File: src/rtl/param_fifo_sv.sv
// Parameterized synchronous FIFO with registered read data, occupancy count,
// full/empty status and one-cycle overflow/underflow error pulses.
module param_fifo_sv #(
  parameter int unsigned W     = 8,
  parameter int unsigned DEPTH = 4,
  parameter int unsigned CW    = $clog2(DEPTH) + 1
) (
  input  logic          clk,
  input  logic          resetn,
  input  logic          wr_en,
  input  logic [W-1:0]  d_in,
  input  logic          rd_en,
  output logic [W-1:0]  d_out,
  output logic          empty,
  output logic          full,
  output logic [CW-1:0] count,
  output logic          overflow,
  output logic          underflow
);

  localparam int unsigned AW = $clog2(DEPTH);

  logic [W-1:0]  r_mem [DEPTH];
  logic [AW-1:0] r_wptr;
  logic [AW-1:0] r_rptr;
  logic [CW-1:0] r_count;
  logic [W-1:0]  r_dout;
  logic          r_overflow;
  logic          r_underflow;

  logic          w_empty;
  logic          w_full;
  logic          w_push;
  logic          w_pop;
  logic [CW-1:0] w_count_d;

  // Status decode and accept conditions; a full FIFO still accepts a push
  // when a pop frees the oldest slot on the same edge.
  always_comb begin
    w_empty = (r_count == '0);
    w_full  = (r_count == CW'(DEPTH));
    w_push  = wr_en && (!w_full || rd_en);
    w_pop   = rd_en && !w_empty;
  end

  // Next occupancy: simultaneous push and pop leave the count unchanged.
  always_comb begin
    w_count_d = r_count;
    if (w_push && !w_pop) begin
      w_count_d = r_count + CW'(1);
    end else if (w_pop && !w_push) begin
      w_count_d = r_count - CW'(1);
    end
  end

  // Storage array; deliberately not reset.
  always_ff @(posedge clk) begin
    if (w_push) begin
      r_mem[r_wptr] <= d_in;
    end
  end

  // Pointers, count, read data register and error pulses.
  always_ff @(posedge clk or negedge resetn) begin
    if (!resetn) begin
      r_wptr      <= '0;
      r_rptr      <= '0;
      r_count     <= '0;
      r_dout      <= '0;
      r_overflow  <= 1'b0;
      r_underflow <= 1'b0;
    end else begin
      if (w_push) begin
        r_wptr <= r_wptr + AW'(1);
      end
      // Non-blocking read sees the pre-edge entry even if the same slot is written.
      if (w_pop) begin
        r_dout <= r_mem[r_rptr];
        r_rptr <= r_rptr + AW'(1);
      end
      r_count     <= w_count_d;
      r_overflow  <= wr_en && !w_push;
      r_underflow <= rd_en && !w_pop;
    end
  end

  assign d_out     = r_dout;
  assign empty     = w_empty;
  assign full      = w_full;
  assign count     = r_count;
  assign overflow  = r_overflow;
  assign underflow = r_underflow;

endmodule

File: config.mk
export PLATFORM = sky130hd
export DESIGN_NAME = param_fifo_sv
export DESIGN_NICKNAME = d
export VERILOG_FILES = /design/src/rtl/param_fifo_sv.sv
export SDC_FILE = /design/constraint.sdc
export NUM_CORES = 1
export LEC_CHECK = 0
export CORE_MARGIN = 3
export CORE_UTILIZATION = 32
export CTS_CLUSTER_DIAMETER = 150
export DETAILED_ROUTE_END_ITERATION = 6
export DONT_BUFFER_PORTS = 1
export GPL_ROUTABILITY_DRIVEN = 0
export PLACE_DENSITY = 0.57
export SLEW_MARGIN = 20
export SYNTH_ARGS = -nofsm -noshare
export SYNTH_HDL_FRONTEND = slang
export SYNTH_SLANG_ARGS = --single-unit
File: constraint.sdc
create_clock -name clk -period 5.8 [get_ports clk]
set_input_delay 1.74 -clock clk [delete_from_list [all_inputs] [get_ports clk]]
set_output_delay 1.74 -clock clk [all_outputs]
set_load 0.01 [all_outputs]
==> flow_summary.yaml <==
outcome:
  status: "completed"
synthesis:
  ys_types: 21
  synth_edf_count: 32
  yosysMostFrequentCell: "edfxtp_1"
  syn_inst: 100
  synth_top_area_cell: "edfxtp_1"
  synth_top_area_share_pct: 49.4
  synth_nets: 118
  synth_top_cells_by_count: "edfxtp_1, dfrtp_1, mux2_2"
  yosysWarnings: 0
  yosysSeqAreaShare_pct: 71.2
  synthesis.area_mm2: 0.00195
  ys.flop_type: "edfxtp_1"
  avgSynthCellArea_um2: 19.5
  async_flop_share_pct: 34.7
  ys_seq_elements: 49
  synth.area.top_cells: "edfxtp_1, dfrtp_1, mux4_2, mux2_2, ha_1"
power:
  switching_power_mw: 0.325
  peakVddDrop_v: 0.000156
  pwr-share-comb_pct: 23.8
  power_frac_clock_pct: 18.7
  intPower_mw: 0.712
  leakage_nw: 0.746
  seqPwrFrac_pct: 57.4
  p_per_area_mw_per_mm2: 491
  power_mw: 1.04
  swShare_pct: 31.4
setup_path:
  arrival_ns: 3.37
  worstSetupPathType: "input pin to register"
  cp_max_fo: 7
  crit_chain: "nor4b_2, nor2b_1, ha_1, inv_1, fa_1, xor2_1, nor2_1, xor2_1"
  critPathMaxStageDelay_ns: 0.43
  startpoint_type: "input pin"
  crit_path_top_delay_cell: "nor2b_1"
  worst_ep_required_time_ns: 6.02
  critPathCaptureType: "register"
  timing.critical_path.mode_cell: "xor2_1"
cts:
  cts_resized: 0
  post-cts-setup-buffer-count: 0
  cts_buffer_depth: 2
  cts.sinks: 49
  cts_tree: "yes"
  worstSkewPairLatency_ns: 0.30
  clk_pin_slew_ns: 0.08
  cts-htree-levels: 2
  numCtsBuffers: 5
  ctsHoldBuffers: 0
  root_buffer: "clkbuf_8"
layout:
  final_util_pct: 37.0
  final_layout_size_suffix_gt1_share_pct: 26.0
  nNetsFinal: 121
  n_antenna_cell: 0
  fillers: 514
  area_delta_synth_final_pct: 8.42
die:
  core_mm2: 0.00571
  dieWidth_um: 84
  rows: 27
  ios: 27
  die_h_um: 84
  floorplan.initialDensity_pct: 34.1
  die_area_mm2: 0.00706
sta:
  maxSlewViolCount: 0
  relSlewSlack_pct: 53.2
  rsz0062_at_grt: "no"
  setup-tns-final_ns: 0
  setup_viol: 0
  post-route-min-period_ns: 3.15
  finalClockSkew_ns: 0.00911
  hold_violations: 0
  finalCritPeriodShare_pct: 54.3
  max_clock_freq_mhz: 318
  worstMarginPinSlew_ns: 0.701
detailed_routing:
  drt_first_pass_iters: 4
  num_vias: 825
  drc: 0
  ant_nets: 0
  routed_wl_um: 3140
  routedWlPerCell_um: 17.8
  drtIter0Drc: 32
  via_per_inst: 4.69
global_routing:
  grt_max_degree: 18
  grt-ovfl-total: 0
  grt_pass1_wl_um: 5120
  grt_usage_pct: 9.77
  grt_pass1_vias: 934
  antenna_found_initial: 0
run:
  cap_violations: 0
place:
  port_buffers: 0
hold_path:
  hold_path.class: "register to register"
cells by family after synthesis:
kind of cell | Yosys count | share of synthesized area [%]
multiplexers | 18 | 15.2
flip-flops | 49 | 71.2
XOR/XNOR | 6 | 2.70
AO/OA/AOI/OAI | 1 | 0.386
AND/OR/NAND/NOR | 12 | 4.05
adder cells (fa/ha/maj) | 6 | 4.24
buffers and inverters | 8 | 2.18
critical path: cells and delay by family:
kind / cells / cell delay (ns)
simple gates: 3 / 0.58
xor+xnor: 2 / 0.34
buf+inv: 1 / 0.06
fa+ha+maj: 2 / 0.64
power by group through the flow:
| stage | Clock (mW) | Sequential, mW | Combinational (mW) |
|---|---|---|---|
| final | 0.194 | 0.596 | 0.247 |
| after floorplan | 0 | 0.552 | 0.242 |
| after global placement | 0 | 0.600 | 0.238 |
| after detailed placement | 0 | 0.610 | 0.255 |
| after global routing | 0.211 | 0.615 | 0.275 |
| after CTS | 0.200 | 0.602 | 0.255 |
per-stage QoR:
stage / hold WS, ns / instance area [µm²] / setup WS (ns) / std cells
after floorplan: 0.535 / 1950 / 2.58 / 100
after global placement: 0.551 / 2010 / 2.47 / 168
after detailed placement: 0.570 / 2020 / 2.34 / 168
after CTS: 0.589 / 2110 / 2.64 / 176
after global routing: 0.605 / 2110 / 2.53 / 176
final: 0.583 / 2110 / 2.65 / 176
layer usage:
metal / GRT usage (%) / vias up / part of all wire, %
met4: 4.39 / 0 / 2.0
met5: 0 / - / 0
met2: 16.9 / 19 / 55
li1: - / 375 / -
met1: 10.2 / 425 / 37
met3: 4.24 / 6 / 5.6
cells in the final DEF, fill, tap and decap left out, drive strengths merged:
cell,netlist,final
xor2,3,3
clkinvlp,0,2
nor3b,1,1
edfxtp,32,32
nor2,2,2
clkbuf,1,6
inv,4,4
fa,1,1
and2,6,6
nor4b,1,1
ha,5,5
o31ai,1,1
mux2,10,10
nor2b,1,1
dfrtp,17,17
xnor2,3,3
nor3,1,1
mux4,8,8
registers in the layout (all words and copies together), names as in the netlist:
| signal | count |
|---|---|
| r_rptr | 2 |
| underflow | 1 |
| count | 3 |
| overflow | 1 |
| d_out | 8 |
| r_wptr | 2 |
| r_mem | 32 |
final cells by class:
cell class / count / area [µm²] / share of cell area (%)
clock buffers: 6 / 72.6 / 3.44
well taps: 72 / 90.1 / 4.27
inverters: 4 / 15.0 / 0.711
flip-flops and latches: 49 / 1390 / 65.7
clock inverters: 2 / 15.0 / 0.711
multi-input cells: 43 / 532 / 25.2
path summary, 6_finish.rpt:
| check | endpoint | from | slack, ns | cells after the start |
|---|---|---|---|---|
| setup / recovery | count[2] | rd_en | 2.65 | 8 |
| hold / removal | d_out[3] | d_out[3] | 0.58 | 1 |
| setup reg to reg | count[2] | count[0] | 3.28 | 7 |
| hold reg to reg | d_out[3] | d_out[3] | 0.58 | 1 |
| max in group asynchronous | r_rptr[1] | resetn | 4.60 | 0 |
| min in group asynchronous | d_out[5] | resetn | 1.12 | 0 |
Note: power is estimated with default switching activity, not from simulation.
